[config.mk]
export PLATFORM = sky130hd
export DESIGN_NAME = uart_result_ascii_tx
export DESIGN_NICKNAME = d
export VERILOG_FILES = /design/src/rtl/uart_tx_pkg.sv /design/src/rtl/bin16_to_bcd.sv /design/src/rtl/uart_result_ascii_tx.sv
export SDC_FILE = /design/constraint.sdc
export NUM_CORES = 1
export LEC_CHECK = 0
export BUFFER_PORTS_ARGS = -buffer_cell sky130_fd_sc_hd__buf_2
export CAP_MARGIN = 40
export CORE_AREA = 5 5 145 147
export CTS_CLUSTER_DIAMETER = 150
export DETAILED_ROUTE_END_ITERATION = 16
export DIE_AREA = 0 0 150 152
export SKIP_CTS_REPAIR_TIMING = 1
export SLEW_MARGIN = 25
export SYNTH_ARGS = -nofsm -noshare
export SYNTH_HDL_FRONTEND = slang
export SYNTH_SLANG_ARGS = --single-unit
[constraint.sdc]
create_clock -name clk -period 2.75 [get_ports clk]
set_clock_uncertainty 0.05 [all_clocks]
set_input_delay 0.4125 -clock clk [delete_from_list [all_inputs] [get_ports clk]]
set_output_delay 0.4125 -clock clk [all_outputs]
set_load 0.02 [all_outputs]
[src/rtl/uart_tx_pkg.sv]
// Shared state encoding and byte constants for the result-to-ASCII UART streamer.
package uart_tx_pkg;

  typedef enum logic [2:0] {
    IDLE,
    CONVERT,
    LOAD,
    START,
    WAIT_HI,
    WAIT_LO,
    GAP,
    FINISH
  } tx_state_t;

  localparam logic [7:0] ASCII_ZERO = 8'h30;
  localparam logic [7:0] ASCII_CR   = 8'h0D;
  localparam logic [7:0] ASCII_LF   = 8'h0A;

  // Byte index space: 0..4 = d4..d0, then CR, then LF.
  localparam logic [2:0] IDX_ONES = 3'd4;
  localparam logic [2:0] IDX_CR   = 3'd5;
  localparam logic [2:0] IDX_LF   = 3'd6;

  // Index of the first digit to send; the ones digit is always sent.
  function automatic logic [2:0] first_digit(input logic [19:0] bcd, input logic suppress);
    logic [2:0] idx;
    logic       found;
    idx   = IDX_ONES;
    found = 1'b0;
    if (!suppress) begin
      idx = 3'd0;
    end else begin
      for (int i = 0; i < 4; i++) begin
        if (!found && bcd[19-4*i -: 4] != 4'd0) begin
          idx   = 3'(i);
          found = 1'b1;
        end
      end
    end
    return idx;
  endfunction

endpackage

[src/rtl/bin16_to_bcd.sv]
// Sequential double-dabble: 16-bit binary to 5 BCD digits.
// Latency 17 cycles from start to the done pulse; a new start restarts the conversion.
module bin16_to_bcd (
  input  logic        clk,
  input  logic        resetN,
  input  logic        start,
  input  logic [15:0] bin,
  output logic        done,
  output logic [19:0] bcd
);

  logic [15:0] bin_sr;
  logic [19:0] bcd_sr;
  logic [19:0] bcd_adj;
  logic [4:0]  shift_cnt;
  logic        running;

  always_comb begin
    bcd_adj = bcd_sr;
    for (int i = 0; i < 5; i++) begin
      if (bcd_sr[4*i +: 4] >= 4'd5) bcd_adj[4*i +: 4] = bcd_sr[4*i +: 4] + 4'd3;
    end
  end

  always_ff @(posedge clk or negedge resetN) begin
    if (!resetN) begin
      bin_sr    <= '0;
      bcd_sr    <= '0;
      shift_cnt <= '0;
      running   <= 1'b0;
      done      <= 1'b0;
      bcd       <= '0;
    end else begin
      done <= 1'b0;
      if (start) begin
        bin_sr    <= bin;
        bcd_sr    <= '0;
        shift_cnt <= 5'd16;
        running   <= 1'b1;
      end else if (running) begin
        if (shift_cnt != 5'd0) begin
          {bcd_sr, bin_sr} <= {bcd_adj[18:0], bin_sr, 1'b0};
          shift_cnt        <= shift_cnt - 5'd1;
        end else begin
          bcd     <= bcd_sr;
          done    <= 1'b1;
          running <= 1'b0;
        end
      end
    end
  end

endmodule

[src/rtl/uart_result_ascii_tx.sv]
// Captures a 16-bit result on trigger and streams it as decimal ASCII (+CR/LF) to a byte UART.
// One byte per tx_start; waits for tx_busy to rise (with timeout) and fall, then an idle gap.
module uart_result_ascii_tx
  import uart_tx_pkg::*;
#(
  parameter int INTER_BYTE_DELAY = 1000000,
  parameter int BUSY_TIMEOUT     = 16,
  parameter int SEND_CRLF        = 1,
  parameter int SUPPRESS_ZEROS   = 1
) (
  input  logic        clk,
  input  logic        resetN,
  input  logic        trigger,
  input  logic [15:0] resultado,
  input  logic        tx_busy,
  output logic [7:0]  tx_data,
  output logic        tx_start,
  output logic        busy,
  output logic        done
);

  localparam int DLY_W = $clog2(INTER_BYTE_DELAY + 1);
  localparam int TO_W  = $clog2(BUSY_TIMEOUT + 1);
  localparam logic [DLY_W-1:0] DLY_LAST = DLY_W'(INTER_BYTE_DELAY - 1);
  localparam logic [TO_W-1:0]  TO_LAST  = TO_W'(BUSY_TIMEOUT - 1);
  localparam logic [2:0] LAST_IDX = (SEND_CRLF != 0) ? IDX_LF : IDX_ONES;

  tx_state_t        state;
  logic [15:0]      value_q;
  logic [19:0]      digits;
  logic [2:0]       byte_idx;
  logic [DLY_W-1:0] dly_cnt;
  logic [TO_W-1:0]  to_cnt;
  logic             conv_start;
  logic             conv_done;
  logic [19:0]      conv_bcd;
  logic [7:0]       next_byte;

  bin16_to_bcd u_bcd (
    .clk    (clk),
    .resetN (resetN),
    .start  (conv_start),
    .bin    (value_q),
    .done   (conv_done),
    .bcd    (conv_bcd)
  );

  always_comb begin
    next_byte = ASCII_LF;
    case (byte_idx)
      3'd0:    next_byte = ASCII_ZERO + {4'h0, digits[19:16]};
      3'd1:    next_byte = ASCII_ZERO + {4'h0, digits[15:12]};
      3'd2:    next_byte = ASCII_ZERO + {4'h0, digits[11:8]};
      3'd3:    next_byte = ASCII_ZERO + {4'h0, digits[7:4]};
      3'd4:    next_byte = ASCII_ZERO + {4'h0, digits[3:0]};
      3'd5:    next_byte = ASCII_CR;
      default: next_byte = ASCII_LF;
    endcase
  end

  always_ff @(posedge clk or negedge resetN) begin
    if (!resetN) begin
      state      <= IDLE;
      value_q    <= '0;
      digits     <= '0;
      byte_idx   <= '0;
      dly_cnt    <= '0;
      to_cnt     <= '0;
      conv_start <= 1'b0;
      tx_data    <= '0;
      tx_start   <= 1'b0;
      busy       <= 1'b0;
      done       <= 1'b0;
    end else begin
      conv_start <= 1'b0;
      tx_start   <= 1'b0;
      done       <= 1'b0;
      case (state)
        IDLE: begin
          if (trigger) begin
            value_q    <= resultado;
            conv_start <= 1'b1;
            busy       <= 1'b1;
            state      <= CONVERT;
          end
        end
        CONVERT: begin
          if (conv_done) begin
            digits   <= conv_bcd;
            byte_idx <= first_digit(conv_bcd, SUPPRESS_ZEROS != 0);
            state    <= LOAD;
          end
        end
        LOAD: begin
          // A late-rising busy after a timeout must not overlap a new start.
          if (!tx_busy) begin
            tx_data  <= next_byte;
            tx_start <= 1'b1;
            state    <= START;
          end
        end
        START: begin
          to_cnt <= '0;
          state  <= WAIT_HI;
        end
        WAIT_HI: begin
          if (tx_busy) begin
            state <= WAIT_LO;
          end else if (to_cnt == TO_LAST) begin
            dly_cnt <= '0;
            state   <= GAP;
          end else begin
            to_cnt <= to_cnt + 1'b1;
          end
        end
        WAIT_LO: begin
          if (!tx_busy) begin
            dly_cnt <= '0;
            state   <= GAP;
          end
        end
        GAP: begin
          if (dly_cnt == DLY_LAST) begin
            if (byte_idx == LAST_IDX) begin
              done  <= 1'b1;
              busy  <= 1'b0;
              state <= FINISH;
            end else begin
              byte_idx <= byte_idx + 3'd1;
              state    <= LOAD;
            end
          end else begin
            dly_cnt <= dly_cnt + 1'b1;
          end
        end
        FINISH:  state <= IDLE;
        default: state <= IDLE;
      endcase
    end
  end

endmodule

After elaboration in Yosys (flattened, before gate mapping):

Index checks and enable logic that the tools add are counted.

* bits in latches: 0
* logic and storage cells: 161
* memory bits (read-only): 0
* bits in writable memories: 0
* memories kept: 0
* output and inout port bits: 11
* register bits: 142

* divide/modulo/power cells: 0
* multiplexer cells: 66
* shifts and indexed selects: 0
* add/subtract/negate cells: 14
* $lt $le $gt $ge: 5
* multiply operators: 0
* bitwise gates (word level): 3
* reduce and logical (&&, ||, !) cells: 29
* equal/unequal tests: 27

Operators with widths (count)
* 20-bit 2-to-1 mux: 7
* 20-bit one-hot mux with 3 select lines: 1
* 16-bit 2-to-1 mux: 3
* 3-bit 2-to-1 mux: 16
* 7-bit one-hot mux with 6 select lines: 1
* 6-bit by 4-bit adder with 7-bit output (first input constant): 5
* 1-bit 2-to-1 mux: 25
* 5-bit 2-to-1 mux: 5
* 3-bit one-hot mux with 8 select lines: 1
* 3-bit == test (second input constant): 7
* 20-bit by 1-bit adder with 20-bit output (second input constant): 1
* 20-bit == test (second input constant): 1
* 4-bit by 3-bit >= comparator with 1-bit output (second input constant): 5
* 2-bit != test (second input constant): 10
* 4-bit by 2-bit adder with 4-bit output (second input constant): 4
* 4-bit 2-to-1 mux: 4
* 4-bit nonzero test: 4
* 3-bit by 2-bit == test with 1-bit output (second input constant): 4
* 5-bit one-hot mux with 2 select lines: 1
* 2-bit nonzero test: 5
* 2-bit AND reduction: 4
* 4-bit AND reduction: 2
* 3-bit by 1-bit == test with 1-bit output (second input constant): 2
* 3-bit logical NOT: 2
* 17 further kinds: 24

Longest topological paths before layout:

Gate-level depths: netlist (run 1).

* word-level depth: 19
* mapped depth: 9
* mapped depth without buffers: 8

Hierarchy:

Synthesis (run 1) repeated with hierarchy kept, for this count alone.

* cell total of the unflattened synthesis: 683
* area total of the unflattened synthesis: 7076.8 µm²

By module, submodules not included
* uart_result_ascii_tx: sequential area each 1901.8 µm², instances 1, area an instance 3854.9 µm², cells each 359
* bin16_to_bcd: sequential area each 1576.5 µm², instances 1, area an instance 3221.8 µm², cells each 324

Least setup slack after synthesis (run 1):

Ideal clock, no wire load.

* path type: flip-flop to flip-flop
* from: reg to_cnt[0]
* to: reg dly_cnt[8]
* buffers on the path: 1
* setup slack: 0.783 ns
* cell stages (with the launch flop): 10
* arrival: 1.822 ns
* required time: 2.604 ns
* path through: dfrtp_1 > ha_1 > and3_1 > ha_1 > o21ba_2 > o211a_1 > o31ai_4 > buf_4 > o21ai_0 > o31ai_1

* cells in the longest elaborated chain, start to end: 3

Ends and longest elaborated chain
* from (decl): line uart_result_ascii_tx.sv:33 `logic [TO_W-1:0] to_cnt;`
* from (signal assigned): line uart_result_ascii_tx.sv:113 `to_cnt <= to_cnt + 1'b1;`
* 5-bit by 4-bit == test with 1-bit output: line uart_result_ascii_tx.sv:109 `end else if (to_cnt == TO_LAST) begin`
* 2-bit != test (no source line)
* 5-bit AND reduction (no source line)
* to (signal assigned): line uart_result_ascii_tx.sv:133 `dly_cnt <= dly_cnt + 1'b1;`
* to (decl): line uart_result_ascii_tx.sv:32 `logic [DLY_W-1:0] dly_cnt;`

Every way passes these cells.
A chain may end at the register's enable or synchronous reset.

Worst setup path after layout (run 1):

* from: reg u_bcd.shift_cnt[1]
* to: reg u_bcd.bcd_sr[11]

* cells in the longest elaborated chain, start to end: 3

Ends and longest elaborated chain
* from (decl): line bin16_to_bcd.sv:15 `logic [4:0] shift_cnt;`
* from (signal assigned): line bin16_to_bcd.sv:43 `shift_cnt <= shift_cnt - 5'd1;`
* 5-bit nonzero test: line bin16_to_bcd.sv:41 `if (shift_cnt != 5'd0) begin`
* 2-bit nonzero test (no source line)
* 2-bit AND reduction (no source line)
* to (signal assigned): line bin16_to_bcd.sv:42 `{bcd_sr, bin_sr} <= {bcd_adj[18:0], bin_sr, 1'b0};`
* to (decl): line bin16_to_bcd.sv:13 `logic [19:0] bcd_sr;`

Every way passes these cells.

==> results of run 1 <==
worst paths after layout:
| kind | slack (ns) | depth (start not counted) | endpoint |
|---|---|---|---|
| min in group asynchronous | 0.50 | 2 | u_bcd.bcd_sr[9] |
| setup reg to reg | 0.50 | 6 | u_bcd.bcd_sr[11] |
| setup / recovery | 0.50 | 6 | u_bcd.bcd_sr[11] |
| hold reg to reg | 0.43 | 2 | u_bcd.bin_sr[4] |
| max in group asynchronous | 1.35 | 3 | dly_cnt[7] |
| hold / removal | 0.17 | 2 | value_q[15] |
stage by stage:
| stage | total power [mW] | util [%] |
|---|---|---|
| 2_1_floorplan | 5.22 | - |
| 3_3_place_gp | 5.69 | 36.0 |
| 3_5_place_dp | 5.85 | 36.0 |
| 4_1_cts | 8.36 | 39.2 |
| 5_1_grt | 8.84 | 39.3 |
| 6_report | 8.26 | 39.3 |
worst max-delay path: cells and delay by family, from the launching register on:
kind                       cells  cell delay (ns)
and+or+nand+nor                2             1.09
DFF                            1             0.38
AOI/OAI and AO/OA              2             0.36
adders and majority gates      1             0.17
buffers and inverters          1             0.09
layout make-up:
type | instances | area share (%)
sequential | 139 | 44.8
multi-input combinational | 410 | 38.4
clock buffer | 19 | 5.83
tap | 270 | 4.35
timing repair buffer | 37 | 2.95
clock inverter | 13 | 2.41
inverter | 26 | 1.29
placed cells by master (no fill, tap or decap), types with 3 or more instances in the layout:
| cell type | count |
|---|---|
| nor3b_1 | 3 |
| nor3_2 | 3 |
| nor3_1 | 7 |
| clkinvlp_4 | 3 |
| o22ai_2 | 8 |
| nand2_1 | 56 |
| inv_6 | 3 |
| and3_1 | 5 |
| nand4_1 | 7 |
| ha_1 | 19 |
| a31oi_1 | 8 |
| dfrtp_1 | 139 |
| o21ai_1 | 9 |
| o22ai_1 | 5 |
| nor2_1 | 22 |
| mux2i_1 | 15 |
| or4_1 | 3 |
| nor4_1 | 6 |
| mux2_2 | 44 |
| a21oi_1 | 27 |
| o31ai_1 | 10 |
| bufinv_16 | 4 |
| buf_2 | 27 |
| clkbuf_16 | 17 |
| o21ai_0 | 53 |
| a32o_1 | 6 |
| nand3_1 | 18 |
| buf_4 | 7 |
| xnor2_1 | 7 |
| a22o_1 | 9 |
| inv_1 | 25 |
| nand2b_1 | 7 |
| mux2_4 | 9 |
logic make-up (layout without fill, tap and decap cells):
family	after synthesis	in the layout	share of synthesized area, %
other cells	1	2	0.0557
compound gates	157	157	15.7
fa+ha+maj	19	19	3.53
simple gates	156	156	12.4
buf+inv	56	95	4.09
mux	68	68	11.6
flops	139	139	51.7
xor+xnor	8	8	1.04
where the power goes:
part	switching, mW	internal [mW]	leakage (nW)
Sequential	0.563	2.64	1.84
Clock	0.895	1.57	0.306
Combinational	1.44	1.15	1.36
metal layers:
| layer | share of wire [%] | wire length (µm) | vias up |
|---|---|---|---|
| met5 | 0 | 0 | - |
| met4 | 1.1 | 154 | 0 |
| met3 | 3.5 | 486 | 10 |
| met2 | 48 | 6590 | 74 |
| met1 | 48 | 6570 | 2319 |
| li1 | - | - | 2250 |
synth_stat cells (all sizes together), types with 2 or more instances:
cell	n
nor4bb	2
xnor2	7
mux2	53
a21o	2
nor4b	4
a21oi	28
o31ai	11
a22o	9
dfrtp	139
buf	21
ha	19
a32o	6
or4	3
or3	2
o22ai	13
nand2	57
o21a	2
clkbuf	9
nand4	7
nor2	23
nor3	10
mux2i	15
o211ai	2
nor4	6
o32ai	2
o311ai	2
o21ai	62
and3	5
a31oi	8
inv	26
nor3b	3
nand2b	8
a22oi	2
nand3	18
and2b	2
sequential cells by signal, indices dropped and copies added, names as in the netlist, 5 cells and up:
name,flops
u_bcd.bin_sr,16
u_bcd.shift_cnt,5
digits,20
dly_cnt,20
to_cnt,5
tx_data,5
value_q,16
u_bcd.bcd_sr,20
u_bcd.bcd,20
==> flow_summary.yaml, run 1 <==
flow_run:
  maxCapViolations: 0
cts:
  cts.sinks: 139
  cts_tree: "done"
  cts_max_level: 4
  cts_buffer_depth: 2
  clkTransAtPathRegs_ns: 0.06
  clock_latency_ns: 0.42
  cts_root_buf: "clkbuf_16"
  cts_inserted_buffers: 17
logic_synthesis:
  synth_edf_count: 0
  ys_seq_area_share_pct: 51.7
  synth-seq-cells: 139
  synth_cell_types: 68
  ys_warn_count: 0
  async_flop_share_pct: 100
  synthTopCellsByArea: "dfrtp_1, mux2_2, o21ai_0"
  syn_avg_cell_area_um2: 11.1
  yosysTopAreaCell: "dfrtp_1"
  synth_cells: 604
  synth_top_area_share_pct: 51.7
  synth_flop_cell: "dfrtp_1"
  synthesis.area_mm2: 0.00673
routing:
  vias: 4653
  routed_wl_um: 13800
  final_antenna_net_count: 0
  drc: 0
  vias_per_cell: 5.09
  dr.first_iter.drc_count: 283
  dr.pass1.iters: 5
  wire_per_inst_um: 15.1
timing:
  max-slew-margin-rel_pct: 52.9
  rsz0062_at_grt: "no"
  min_period_ns: 2.25
  tightest_slew_ns: 0.705
  fin_hold_ws_ns: 0.169
  tns_ns: 0
  slew_violations: 0
  fmax_ghz: 0.444
  finalSetupViolCount: 0
  setup_ws_ns: 0.496
  post-route-period-util_pct: 82.0
  finalHoldViolations: 0
layout:
  fill_cells: 1943
  num-nets-final: 670
  syn2layout_area_growth_pct: 15.5
  insertedDiodeCount: 0
  finalNonFillerCells: 914
  finalInstanceArea_mm2: 0.00777
  multi_input_area_mm2: 0.00299
  regArea_mm2: 0.00348
  layout-drive-gt1-share_pct: 22.2
critical_path:
  end_kind: "register"
  crit_start: "u_bcd.shift_cnt[1]"
  worst-path-max-fanout: 15
  cp.required_ns: 3.00
  path_cells: "inv_1, ha_1, or4b_4, nand2_1, o31ai_1, a32o_1"
  cp.arrival_ns: 2.51
  worstSetupPathType: "reg -> reg"
  crit_slowest_cell: "nand2_1"
  start_kind: "register"
  crit_path_max_incr_delay_ns: 0.56
  timing.rr.start: "u_bcd.shift_cnt[1]"
place:
  dp_worst_setup_slack_ns: 0.504
  hpwl_um: 9240
  place_congestion: 0.809
  dp_cells: 881
  post_dp_cell_area_mm2: 0.00712
  numPortBuffers: 28
floorplanning:
  die_y_um: 152
  coreArea_mm2: 0.0198
  chipWidth_um: 150
  rows: 52
  initial_core_util_pct: 34.0
  io_pins: 31
  dieArea_mm2: 0.0228
global_routing:
  antenna_found_initial: 0
  met2_usage_pct: 19.5
  grt_busiest_layer: "met2"
  grt_max_degree: 63
  grt_pass1_wl_um: 23800
  overflow: 0
  met1_usage_pct: 17.1
  globalRouteMet3Util_pct: 3.75
  grt_pass1_vias: 4758
  track_usage_pct: 12.8
power:
  ir_drop_mv: 0.492
  leakage_nw: 3.51
  power_density_mw_per_mm2: 1060
status:
  status: "completed"
worst_hold_path:
  hold_class: "in -> reg"
  hold_start: "resultado[15]"
Power figures use the tool's default switching activity.
==> run 2, diff against run 1 <==
Clock period 2.75 ns to 1.86 ns, I/O delays scaled along.
==> run 2 against run 1 <==
Against the previous run:
- the run now ends with setup timing left
- power rose by 65%
- clock power rose by 44%
- sequential power rose by 47%
- count of clock-buffer cells in the layout did not move
- global-route usage rose by 0.52 points
- cell count rose by 6.6%
- via count rose by 7.7%
- sequential share of layout area fell by 4.4 points
- critical path depth rose by 3
- final area rose by 11%
- critical endpoint is now dly_cnt[14]
==> flow_summary.yaml, run 2 (synthesized netlist as in run 1, its figures left out) <==
place:
  numPortBuffers: 28
  place_congestion: 0.842
  post_dp_cell_area_mm2: 0.00750
  hpwl_um: 10300
cts:
  cts_inserted_buffers: 17
  cts.sinks: 139
  clock_latency_ns: 0.42
  clkTransAtPathRegs_ns: 0.06
  cts_root_buf: "clkbuf_16"
  cts_tree: "done"
  cts_max_level: 4
  cts_buffer_depth: 2
floorplanning:
  rows: 52
  chipWidth_um: 150
  initial_core_util_pct: 34.0
  io_pins: 31
  die_y_um: 152
  coreArea_mm2: 0.0198
  dieArea_mm2: 0.0228
worst_hold_path:
  hold_class: "in -> reg"
critical_path:
  start_kind: "register"
  cp.required_ns: 2.16
  cp.arrival_ns: 2.30
  worstSetupPathType: "reg -> reg"
  worst-path-max-fanout: 8
  end_kind: "register"
layout:
  postLayoutCoreUtil_pct: 43.6
  syn2layout_area_growth_pct: 28.1
  num-nets-final: 731
  layout-drive-gt1-share_pct: 35.2
  finalInstanceArea_mm2: 0.00862
  final_cell_mix: "dfrtp_1, buf_4, nand2_1"
  final_common_cell: "dfrtp_1"
  regArea_mm2: 0.00348
  insertedDiodeCount: 0
  multi_input_area_mm2: 0.00332
  fill_cells: 1875
global_routing:
  grt_pass1_vias: 5067
  grt_max_degree: 60
  overflow: 0
  track_usage_pct: 13.3
  grt_pass1_wl_um: 24900
  antenna_found_initial: 0
timing:
  finalSetupViolCount: 38
  post-route-period-util_pct: 108
  min_period_ns: 2.01
  slew_violations: 0
  finalHoldViolations: 0
  tightest_slew_ns: 0.598
  max-slew-margin-rel_pct: 60.2
  fmax_ghz: 0.499
  setup_ws_ns: -0.145
  fin_hold_ws_ns: 0.0365
  rsz0062_at_grt: "yes"
status:
  violations: "setup timing"
  status: "finished with violations"
routing:
  route.met2.wl_um: 7580
  drc: 0
  dr.pass1.iters: 4
  vias: 5010
  routed_wl_um: 15400
  m1WireLength_um: 7040
  vias_per_cell: 5.14
  dr.max_layer_used: "met4"
  wire_per_inst_um: 15.8
  dr.first_iter.drc_count: 242
  wl_met3_um: 430
  final_antenna_net_count: 0
power:
  leakage_nw: 3.90
  ir_drop_mv: 0.690
  power_density_mw_per_mm2: 1580
flow_run:
  maxCapViolations: 0
run 2: cell types whose count changed in the layout (fill, tap and decap cells not counted), moves of 4 or more:
cell,delta
o21ai_0,-25
nand2_2,+6
o21ai_1,+14
buf_6,+4
buf_4,+43
buf_12,+6
o21ai_2,+9
nand2_1,-8
run 2: metal layers:
metal | global-route usage [%] | vias up
met2 | 21.3 | 80
met5 | 0 | -
met4 | 5.53 | 0
li1 | - | 2386
met3 | 2.74 | 21
met1 | 17.5 | 2523
run 2: path summary, 6_finish.rpt:
| kind | from | end | slack (ns) | depth (start not counted) |
|---|---|---|---|---|
| worst max-delay path | to_cnt[1] | dly_cnt[14] | -0.15 | 9 |
| worst min-delay path | resultado[12] | value_q[12] | 0.04 | 2 |
| worst max register to register | to_cnt[1] | dly_cnt[14] | -0.15 | 9 |
| worst min register to register | value_q[5] | u_bcd.bin_sr[5] | 0.43 | 2 |
| max in group asynchronous | resetN | u_bcd.bin_sr[6] | 0.74 | 3 |
| min in group asynchronous | resetN | u_bcd.bcd_sr[8] | 0.36 | 2 |
run 2: worst max-delay path: stages (launching register included):
cell and delay [ns]:
dfrtp_1 0.40, ha_2 0.19, and3_4 0.18, ha_4 0.16
o21ba_4 0.19, o211a_4 0.24, o31ai_4 0.11, clkbuf_16 0.24
o21ai_0 0.09, o21ai_1 0.08
run 2: area by class of cell:
cell class	count	area share [%]
sequential	139	40.4
multi-input combinational	416	38.5
timing repair buffer	92	8.90
clock buffer	19	5.14
tap	270	3.92
clock inverter	12	2.00
inverter	26	1.19
run 2: through the flow:
stage               setup TNS [ns]  cells  total power [mW]  setup WS, ns
global route                 -4.44    974              14.5        -0.204
detailed placement           -4.47    921              9.16        -0.171
floorplan                    -1.04    605              7.77       -0.0790
global placement             -1.85    921              8.87        -0.104
CTS                          -4.97    952              12.8        -0.174
finish                       -2.01    974              13.6        -0.145
run 2: power breakdown:
group          switching (mW)  internal [mW]  total, mW
sequential              0.790           3.90       4.69
clock                    1.29           2.26       3.55
combinational            2.78           2.61       5.39
total                    4.86           8.78       13.6
==> run 3, diff against run 2 <==
Settings changed: ABC_AREA set to 1, CORE_AREA 5 5 145 147 to 5 5 205 108, DIE_AREA 0 0 150 152 to 0 0 210 113, REMOVE_ABC_BUFFERS set to 1.
==> run 3 against run 2 <==
Against the previous run:
- the flow now finishes without violations
- power fell by 49%
- sequential power fell by 36%
- final area rose by 0.25%
- utilization fell by 0.57 points
- critical path depth rose by 2
- highest routed layer unchanged
==> flow_summary.yaml, run 3 <==
status:
  status: "completed"
cts:
  clkTransAtPathRegs_ns: 0.06
  cts.sinks: 139
  cts_root_buf: "clkbuf_16"
  cts_tree: "done"
  cts_inserted_buffers: 17
  cts_max_level: 4
  cts_buffer_depth: 2
  clock_latency_ns: 0.42
power:
  p_clk_share_pct: 55.3
  switching_share_pct: 20.5
  ir_drop_mv: 0.707
  internal-power_mw: 5.58
  leakage_nw: 4.15
  p_switching_mw: 1.43
  seqPwrFrac_pct: 43.1
  total_power_mw: 7.01
  combPwrFrac_pct: 1.5
  power_density_mw_per_mm2: 811
logic_synthesis:
  synth.most_common_cell: "nand2_1"
  ys_seq_area_share_pct: 50.6
  yosys-top-cells-count: "nand2_1, dfrtp_1, inv_1"
  synthTopCellsByArea: "dfrtp_1, nand2_1, o21ai_0"
  synth_cell_types: 37
  syn_avg_cell_area_um2: 8.03
  synth_cells: 857
  synth_edf_count: 0
  synthesis.area_mm2: 0.00688
  synth-seq-cells: 139
  async_flop_share_pct: 100
  synth_top_area_share_pct: 50.6
  ys_warn_count: 0
  synth_flop_cell: "dfrtp_1"
  yosysTopAreaCell: "dfrtp_1"
routing:
  final_antenna_net_count: 0
  drc: 0
  vias_per_cell: 4.80
  dr.first_iter.drc_count: 450
  routed_wl_um: 17800
  wire_per_inst_um: 14.7
  dr.pass1.iters: 5
  vias: 5808
layout:
  syn2layout_area_growth_pct: 25.6
  postLayoutCoreUtil_pct: 43.0
  multi_input_area_mm2: 0.00302
  final_common_cell: "nand2_1"
  final_cell_mix: "nand2_1, dfrtp_1, inv_1"
  insertedDiodeCount: 0
  num-nets-final: 962
  regArea_mm2: 0.00348
  fill_cells: 1984
  layout-drive-gt1-share_pct: 18.4
place:
  hpwl_um: 11800
  dp_worst_setup_slack_ns: 0.0147
  numPortBuffers: 28
  place_congestion: 0.908
global_routing:
  grt_max_degree: 42
  overflow: 0
  grt_pass1_wl_um: 28000
  grt_pass1_vias: 5316
  track_usage_pct: 14.6
  antenna_found_initial: 0
critical_path:
  start_kind: "register"
  worst-path-max-fanout: 7
  crit_path_max_incr_delay_ns: 0.37
  crit_slowest_cell: "dfrtp_1"
  path_buf_inv: 5
  end_kind: "register"
  worstSetupPathType: "reg -> reg"
  cp.arrival_ns: 2.12
  crit_family: "buffers and inverters"
  path_cells: "inv_2, ha_4, inv_4, nor3_4, nand2_2, buf_6, nor3_4, buf_12, clkbuf_16, nand2_2, o21ai_1"
  cp.required_ns: 2.15
timing:
  fin_hold_ws_ns: 0.00151
  post-route-period-util_pct: 98.7
  tns_ns: 0
  rsz0062_at_grt: "yes"
  setup_ws_ns: 0.0249
  fmax_ghz: 0.545
  min_period_ns: 1.84
  finalSetupViolCount: 0
  slew_violations: 0
  finalHoldViolations: 0
floorplanning:
  coreArea_mm2: 0.0201
  dieArea_mm2: 0.0237
  rows: 37
  chipWidth_um: 210
  die_y_um: 113
  initial_core_util_pct: 34.2
  io_pins: 31
worst_hold_path:
  hold_class: "in -> reg"
flow_run:
  maxCapViolations: 0
[run 3: layer usage]
layer	global-route usage [%]	wire length, µm	share of wire, %	vias up
met4	3.78	149	0.84	0
met1	24.5	10000	56	2714
met2	17.8	6360	36	174
met5	0	0	0	-
li1	-	-	-	2904
met3	3.68	1240	7.0	16
[run 3: cell type report]
class | count | area share, %
Tap cell | 273 | 3.95
Timing Repair Buffer | 74 | 8.04
Clock inverter | 11 | 2.50
Sequential cell | 139 | 40.3
Clock buffer | 21 | 5.10
Multi-Input combinational cell | 574 | 35.0
Inverter | 117 | 5.15
[run 3: final timing paths]
| kind | start | to | depth (start not counted) | slack (ns) |
|---|---|---|---|---|
| worst max-delay path | u_bcd.shift_cnt[1] | u_bcd.bcd[9] | 11 | 0.02 |
| min in group asynchronous | resetN | tx_start | 2 | 0.29 |
| worst min register to register | value_q[15] | value_q[15] | 2 | 0.43 |
| worst max register to register | u_bcd.shift_cnt[1] | u_bcd.bcd[9] | 11 | 0.02 |
| max in group asynchronous | resetN | u_bcd.bin_sr[14] | 3 | 0.90 |
| worst min-delay path | resultado[14] | value_q[14] | 3 | 0.002 |
[run 3: power by group through the flow]
stage | sequential (mW) | combinational, mW | clock, mW
2_1_floorplan | 3.08 | 0.00493 | 0
3_3_place_gp | 3.08 | 0.108 | 0
3_5_place_dp | 3.08 | 0.110 | 0
4_1_cts | 3.02 | 0.110 | 3.95
5_1_grt | 3.02 | 0.126 | 4.10
6_report | 3.02 | 0.107 | 3.88
[run 3: worst min-delay path, delay by kind of cell]
family                 cells  cell delay [ns]
buffers and inverters      1             0.07
and+or+nand+nor            2             0.08
[run 3: stage by stage]
stage | std cells | cell area (µm²)
final | 1209 | 8640
after global routing | 1209 | 8640
after global placement | 1163 | 7540
after detailed placement | 1163 | 7540
after CTS | 1195 | 8200
after floorplan | 830 | 6730
[run 3: cell families after synthesis]
kind of cell             share of synthesized area, %
AND/OR/NAND/NOR                                  24.0
XOR/XNOR                                         1.15
adder cells (fa/ha/maj)                          3.46
flip-flops                                       50.6
AO/OA/AOI/OAI                                    12.0
buffers and inverters                            8.62
multiplexers                                    0.145
other                                          0.0545
